<file path="src/rtl/prbs_word_gen.sv">
// PRBS-15 (x^15+x^14+1) pattern source that packs 16 LFSR steps per word and
// offers the words over a valid/ready handshake, with single-bit error injection.
module prbs_word_gen #(
  parameter logic [14:0] SEED      = 15'h7FFF,
  parameter int unsigned NUM_WORDS = 1024
) (
  input  logic        clk,
  input  logic        reset,
  input  logic        start,
  input  logic        abort,
  input  logic        inject_err,
  input  logic        ready_in,
  output logic [15:0] data_out,
  output logic        valid_out,
  output logic        busy,
  output logic        done,
  output logic [31:0] word_count,
  output logic [15:0] injected_count
);

  typedef enum logic [1:0] {
    ST_IDLE = 2'd0,
    ST_RUN  = 2'd1,
    ST_DONE = 2'd2
  } state_t;

  localparam logic [31:0] LAST_COUNT = 32'(NUM_WORDS);

  // Returns {word, lfsr advanced 16 steps}; the first generated bit lands in word[15].
  function automatic logic [30:0] prbs_step16(input logic [14:0] s_in);
    logic [14:0] s;
    logic [15:0] w;
    logic        nb;
    s = s_in;
    w = 16'h0000;
    for (int i = 0; i < 16; i++) begin
      nb = s[14] ^ s[13];
      w  = {w[14:0], nb};
      s  = {s[13:0], nb};
    end
    return {w, s};
  endfunction

  state_t      state_q, state_d;
  logic [14:0] lfsr_q, lfsr_d;
  logic [15:0] data_q, data_d;
  logic        valid_q, valid_d;
  logic [31:0] word_cnt_q, word_cnt_d;
  logic [15:0] inj_cnt_q, inj_cnt_d;
  logic        err_pend_q, err_pend_d;
  // cur_err_q marks that the word currently on data_out carries an injected flip
  logic        cur_err_q, cur_err_d;

  logic [30:0] seed_step_s;
  logic [30:0] run_step_s;
  logic        xfer_s;
  logic [31:0] cnt_inc_s;

  assign seed_step_s = prbs_step16(SEED);
  assign run_step_s  = prbs_step16(lfsr_q);
  assign xfer_s      = valid_q & ready_in;
  assign cnt_inc_s   = word_cnt_q + 32'd1;

  // Next-state logic for the run controller, word generator and counters.
  always_comb begin
    state_d    = state_q;
    lfsr_d     = lfsr_q;
    data_d     = data_q;
    valid_d    = valid_q;
    word_cnt_d = word_cnt_q;
    inj_cnt_d  = inj_cnt_q;
    err_pend_d = err_pend_q;
    cur_err_d  = cur_err_q;

    case (state_q)
      ST_IDLE, ST_DONE: begin
        if (start) begin
          state_d    = ST_RUN;
          data_d     = seed_step_s[30:15];
          lfsr_d     = seed_step_s[14:0];
          valid_d    = 1'b1;
          word_cnt_d = 32'd0;
          inj_cnt_d  = 16'd0;
          err_pend_d = inject_err;
          cur_err_d  = 1'b0;
        end else begin
          valid_d    = 1'b0;
          err_pend_d = 1'b0;
          cur_err_d  = 1'b0;
        end
      end

      ST_RUN: begin
        if (xfer_s) begin
          word_cnt_d = cnt_inc_s;
          if (cur_err_q && (inj_cnt_q != 16'hFFFF)) begin
            inj_cnt_d = inj_cnt_q + 16'd1;
          end else begin
            inj_cnt_d = inj_cnt_q;
          end
        end else begin
          word_cnt_d = word_cnt_q;
          inj_cnt_d  = inj_cnt_q;
        end

        // Abort outranks run completion so an aborted run never reports done.
        if (abort) begin
          state_d    = ST_IDLE;
          valid_d    = 1'b0;
          err_pend_d = 1'b0;
          cur_err_d  = 1'b0;
        end else if (xfer_s && (cnt_inc_s == LAST_COUNT)) begin
          state_d    = ST_DONE;
          valid_d    = 1'b0;
          err_pend_d = 1'b0;
          cur_err_d  = 1'b0;
        end else if (xfer_s) begin
          data_d     = run_step_s[30:15] ^ {15'd0, err_pend_q};
          lfsr_d     = run_step_s[14:0];
          cur_err_d  = err_pend_q;
          err_pend_d = inject_err;
        end else begin
          err_pend_d = err_pend_q | inject_err;
        end
      end

      default: begin
        state_d    = ST_IDLE;
        valid_d    = 1'b0;
        err_pend_d = 1'b0;
        cur_err_d  = 1'b0;
      end
    endcase
  end

  // State and datapath registers with asynchronous active-low reset.
  always_ff @(posedge clk or negedge reset) begin
    if (!reset) begin
      state_q    <= ST_IDLE;
      lfsr_q     <= SEED;
      data_q     <= 16'h0000;
      valid_q    <= 1'b0;
      word_cnt_q <= 32'd0;
      inj_cnt_q  <= 16'd0;
      err_pend_q <= 1'b0;
      cur_err_q  <= 1'b0;
    end else begin
      state_q    <= state_d;
      lfsr_q     <= lfsr_d;
      data_q     <= data_d;
      valid_q    <= valid_d;
      word_cnt_q <= word_cnt_d;
      inj_cnt_q  <= inj_cnt_d;
      err_pend_q <= err_pend_d;
      cur_err_q  <= cur_err_d;
    end
  end

  assign data_out       = data_q;
  assign valid_out      = valid_q;
  assign busy           = (state_q == ST_RUN);
  assign done           = (state_q == ST_DONE);
  assign word_count     = word_cnt_q;
  assign injected_count = inj_cnt_q;

endmodule

</file>
<file path="config.mk">
export PLATFORM = sky130hd
export DESIGN_NAME = prbs_word_gen
export DESIGN_NICKNAME = d
export VERILOG_FILES = /design/src/rtl/prbs_word_gen.sv
export SDC_FILE = /design/constraint.sdc
export NUM_CORES = 1
export LEC_CHECK = 0
export CORE_MARGIN = 10
export CORE_UTILIZATION = 45
export CTS_BUF_LIST = sky130_fd_sc_hd__clkbuf_4 sky130_fd_sc_hd__clkbuf_8
export DETAILED_ROUTE_END_ITERATION = 10
export PLACE_DENSITY = 0.69
export RECOVER_POWER = 25
export SYNTH_ARGS = -nofsm -noshare
export SYNTH_HDL_FRONTEND = slang
export SYNTH_SLANG_ARGS = --single-unit
</file>
<file path="constraint.sdc">
create_clock -name clk -period 2.9 [get_ports clk]
set_clock_uncertainty 0.15 [all_clocks]
set_input_delay 0.58 -clock clk [delete_from_list [all_inputs] [get_ports clk]]
set_output_delay 0.58 -clock clk [all_outputs]
set_load 0.02 [all_outputs]
</file>
After elaboration in Yosys (flattened, before gate mapping). Cells that the tools add are included.

Bits in registers: 84. Word-level logic and storage cells: 83.

$add $sub $neg: 2. Equality and inequality tests: 11. Mux-type cells: 34. Bitwise gates (word level): 19. Reductions and logical operators: 9.

Operator list (number): 2-to-1 mux 16 bit (7); 2-to-1 mux 32 bit (2); case mux 16 bit (2 select lines) (2); case mux 32 bit (2 select lines) (1); 2-to-1 mux 15 bit (4); adder 32 x 1 -> 32 bit, second input constant (1); equality test 32 x 11 -> 1 bit, second input constant (1); case mux 15 bit (2 select lines) (1); adder 16 x 1 -> 16 bit, second input constant (1); != test 16 bit, second input constant (1); bitwise XOR 1 bit (16); bitwise XOR 16 x 1 -> 16 bit (1); 2-to-1 mux 1 bit (11); 2-to-1 mux 2 bit (3); != test 2 bit, second input constant (3); AND reduction 5 bit (1); != test 2 x 1 -> 1 bit, second input constant (2); != test 4 x 2 -> 1 bit, second input constant (1); case mux 1 bit (2 select lines) (2); case mux 2 bit (2 select lines) (1); AND reduction 4 bit (1); != test 3 x 2 -> 1 bit, second input constant (1); AND reduction 3 bit (1); equality test 2 x 1 -> 1 bit, second input constant (1); 8 further kinds (9).

Longest topological paths before layout. Gate-level depths: netlist of run 1.

Word-level depth: 7. Gate-level depth with buffers: 13.

Worst setup path after synthesis of run 1. OpenSTA, ideal clock, no wires.

Kind: register -> register. From: reg word_cnt_q[0], in the netlist word_count[0]. To: reg data_q[14], in the netlist data_out[14]. Data arrival time: 2.958 ns. Required time: 2.629 ns. Setup slack: -0.329 ns. Cell stages (with the launch flop): 13. Path buffers: 3. Cells stage by stage: dfrtp_1 -> ha_1 -> and4_1 -> buf_2 -> nand4_1 -> nor3_1 -> o211ai_1 -> a22oi_1 -> o2111ai_2 -> and2_1 -> buf_6 -> buf_6 -> a22o_1.

Cells in the longest elaborated chain, start to end: 5.

Ends and longest elaborated chain: start, declared (line 48) `logic [31:0] word_cnt_q, word_cnt_d;`; start signal, assigned (line 152) `word_cnt_q <= word_cnt_d;`; adder 32 x 1 -> 32 bit (line 62) `assign cnt_inc_s = word_cnt_q + 32'd1;`; equality test 32 x 11 -> 1 bit (line 112) `end else if (xfer_s && (cnt_inc_s == LAST_COUNT)) begin`; logical AND 1 bit (line 112); != test 2 bit (no source line); AND reduction 5 bit (no source line); end signal, assigned (line 150) `data_q <= data_d;`; end, declared (line 46) `logic [15:0] data_q, data_d;`.

Every way passes these cells. A chain may end at the register's enable or synchronous reset.

Worst setup path after layout of run 1.
From: reg word_cnt_q[0], in the netlist word_count[0]. To: reg data_q[2], in the netlist data_out[2].

Same word-level chain as after synthesis.

==> results of run 1 <==
==> kinds of logic after synthesis <==
logic type / count (synthesis)
adder cells (fa/ha/maj): 2
buffers and inverters: 46
AND/OR/NAND/NOR: 202
multiplexers: 9
XOR/XNOR: 32
flip-flops: 84
AO/OA/AOI/OAI: 129
==> Yosys cell counts, drive strengths merged (2+ instances only) <==
cell type / count
and3: 13
mux2i: 7
a211o: 2
or3: 5
a21oi: 18
nor4: 6
o211ai: 2
a22oi: 4
a31oi: 8
o41ai: 4
clkbuf: 20
and4: 8
or4: 3
inv: 7
nor2b: 2
xnor2: 6
nor2: 49
nand2: 43
nor3b: 2
buf: 18
a22o: 26
mux2: 2
and2: 7
nand2b: 9
xor2: 26
nand3: 21
ha: 2
nor3: 8
o21ai: 46
dfstp: 15
a2111oi: 2
o31ai: 10
o2111ai: 3
dfrtp: 69
nand4: 22
==> power breakdown <==
group	switching (mW)	internal, mW	total, mW
Sequential	0.0326	1.21	1.24
Combinational	0.193	0.133	0.325
Clock	0.486	0.332	0.818
==> worst max-delay path, delay by kind of cell, from the launching register on <==
| family | cells | cell delay, ps |
|---|---|---|
| DFF | 1 | 410 |
| AOI/OAI and AO/OA | 6 | 1160 |
| and+or+nand+nor | 2 | 670 |
| buffers and inverters | 4 | 600 |
==> stage by stage <==
stage / TNS (ps) / setup slack, ps / utilization, % / cell area [um^2]
after floorplan: -5140 / -215 / - / 4720
after global routing: -6660 / -252 / 61.3 / 6280
after detailed placement: -11070 / -373 / 57.5 / 5880
final: -3770 / -159 / 61.3 / 6280
after global placement: -4340 / -171 / 57.5 / 5880
after CTS: -3130 / -121 / 61.2 / 6260
==> repair_timing <==
action,4_1_cts,5_1_grt
gates resized for setup,18,7
gates cloned,2,0
setup buffers,5,2
endpoints found under the setup margin,31,36
pin swaps,24,8
==> layer usage <==
layer / up-vias / global-route usage (%) / part of all wire (%)
met2: 164 / 27.4 / 47
met4: 0 / 5.82 / 1.7
met5: - / 0 / 0
li1: 2074 / - / -
met1: 2118 / 23.8 / 44
met3: 20 / 3.42 / 7.7
==> path summary, 6_finish.rpt <==
kind / start / end / slack, ps / cells past startpoint
hold reg to reg: lfsr_q[0] / lfsr_q[0] / 360 / 2
min in group asynchronous: reset / word_count[14] / 750 / 2
setup reg to reg: word_count[0] / data_out[2] / -160 / 12
hold / removal: lfsr_q[0] / lfsr_q[0] / 360 / 2
max in group asynchronous: reset / word_count[2] / 530 / 2
setup / recovery: word_count[0] / data_out[2] / -160 / 12
==> registers in the layout, indices dropped and copies added, names as in the netlist <==
signal	cells
valid_out	1
cur_err_q	1
lfsr_q	15
word_count	32
err_pend_q	1
state_q	2
data_out	16
injected_count	16
==> cell type report <==
type	count	share of cell area (%)
Clock buffer	9	1.97
Clock inverter	7	1.08
Inverter	8	0.478
Multi-Input combinational cell	374	39.1
Sequential cell	84	34.0
Tap cell	136	2.71
Timing Repair Buffer	141	20.7
==> parameters.txt, run 1 <==
Parameter                              Value

Timing
  Final-report setup violation count ... 31
  Worst-Margin Slew ... between 2000 and 2500 ps
  Worst slack on hold paths ... about 360 ps
  Setup WS post-layout ... -159 ps
  Setup repair after global routing missed its margin ... yes
  Final critical-path share of the clock period ... 105%
  Final critical delay including setup and external delays ... between 3000 and 4000 ps
  Highest attainable clock frequency ... 327 MHz
  Headroom to the max-slew limit ... -34.6%
  Number of max-slew violations in the final report ... between 80 and 90
  Total count of hold-check failures in the final report ... 0

Synthesis
  Synth Area in Compound Gates ... roughly 19%
  Fraction of post-synthesis cell area in the top cell type by area ... 36.8%
  Adder-cell share of the synthesized area ... less than 1%
  Cell types occupying the most area after synthesis ... sky130_fd_sc_hd__dfrtp_1 (37%), sky130_fd_sc_hd__dfstp_2 (8.4%), sky130_fd_sc_hd__o21ai_0 (4.9%)
  Yosys Warn Count ... 0
  Ys flop type ... sky130_fd_sc_hd__dfrtp_1
  Flops & latches, synth ... 84
  Mean cell area of the mapped netlist ... 9.31 um^2
  Gate Count Post-Synth ... 504
  Seq/Total Area, Yosys ... between 40% and 50%
  Number of distinct standard cells referenced by the synthesized netlist ... 56
  Number of enable flip-flop cells after synthesis ... 0
  Total standard cell area after synthesis ... roughly 0.0047 mm^2
  Largest family of logic cells by synthesized area ... simple AND/OR/NAND/NOR gates
  Post-Synthesis Net Count ... about 500
  Async set-reset flop share out of synthesis ... 100%
  Fraction of the mapped netlist area in simple logic gates ... between 20 and 25%
  Proportion of synthesized area in mux cells ... under 10%
  Cell taking the most area after synthesis ... sky130_fd_sc_hd__dfrtp_1
  XOR/XNOR Fraction of Synth Area ... between 5 and 6%

CTS
  TritonCTS clock tree ... built
  Clock Path Buffers ... 2
  Clock insertion delay at the later pin of the skew report ... between 300 and 400 ps
  Clock edge transition at the registers on the reported setup and hold paths ... about 100 ps
  Number of hold buffers added after CTS ... 0
  TritonCTS sink count ... 84
  H-tree level count ... 3
  Clock buffers created by TritonCTS ... 9
  Clock root buffer ... sky130_fd_sc_hd__clkbuf_8

Critical path
  Cell mode on critical path ... sky130_fd_sc_hd__buf_6
  Setup crit start kind ... flop
  CP cell instances ... nand3_4 > or4_4 > buf_6 > o31ai_4 > o211ai_1 > a2111oi_4 > o2111ai_2 > buf_6 > a21oi_4 > buf_6 > buf_16 > a22o_1
  Max Fanout on Critical Path ... 7
  Maximum cell stage delay along the critical path ... just under 600 ps
  Cell with the largest stage delay on the worst path ... sky130_fd_sc_hd__or4_4
  CP Capture Type ... flop
  Worst Path Class, Setup ... flop to flop
  Data arrival time at the worst-slack endpoint ... 3220 ps
  Worst EP required ... around 3000 ps

Layout
  Number of antenna repair diodes ... 0
  Area of the multi-input gates ... between 0.002 and 0.0025 mm^2
  Number of cells in the finished layout apart from fillers ... around 760
  Syn-to-layout area delta ... 33.8%
  Final Net Count ... ~630
  Filler cell count ... 896
  Leading cell types in the layout, fill and taps excluded ... sky130_fd_sc_hd__clkdlybuf4s50_1 (71), sky130_fd_sc_hd__dfrtp_1 (61), sky130_fd_sc_hd__buf_4 (61)
  Most common cell after layout, fill and taps aside ... sky130_fd_sc_hd__clkdlybuf4s50_1
  Register area ... 0.00213 mm^2
  Fraction of layout instances using a drive strength above 1 ... 20.9%

Die
  Ports placed on the boundary ... 73
  Core area ... around 0.010 mm^2
  Starting density of the core ... between 40% and 50%
  Width of the chip ... between 100 and 150 um
  Overall die height ... about 120 um
  Site row count ... 37
  DIE AREA ... between 0.01 and 0.015 mm^2

Global route
  Via count of the first global-routing pass ... about 4300
  Antenna violations before repair ... 0
  Wire length of the first global-routing pass ... between 20000 and 25000 um
  Leftover overflow at the end of global routing ... 0
  Maximum number of pins on one net before global-route repair ... 85
  Total routing usage reported by global routing ... 17.5%

Placement
  Number of port buffers ... slightly above 70
  Global placement routability congestion ... approximately 0.9
  HPWL after detailed placement ... between 9000 and 10000 um
  Post-placement cell count ... around 740

Route
  Post-Route WL ... roughly 13000 um
  DR vias/cell ... 5.77
  DRC violations left ... 0
  Vias after detailed routing ... roughly 4400
  Post-detailed-route count of antenna-violating nets ... 0
  Number of DRC markers in iteration 0 ... 422
  Routed len/inst ... ~17 um
  Router iterations before antenna repair ... 5

Run
  Maximum capacitance violations ... 1

Worst hold path
  Type of the most critical hold path ... flop to flop

Power and ir drop
  Worst IR Drop VDD ... ~0.27 mV
  Power, Total ... around 2.4 mW
  Lkg Pwr ... around 2.7 nW
  Total power density per cell area ... roughly 380 mW/mm^2

Outcome
  Status ... finished with violations
  Failing checks ... max-capacitance violations, max-slew violations, negative setup slack
(Power assumes the default switching activity.)
==> run 2, diff against run 1 <==
- SKIP_LAST_GASP: not set -> 1
==> results of run 2 <==
Same layout as run 1: the final DEF is identical, and so are final timing and power.
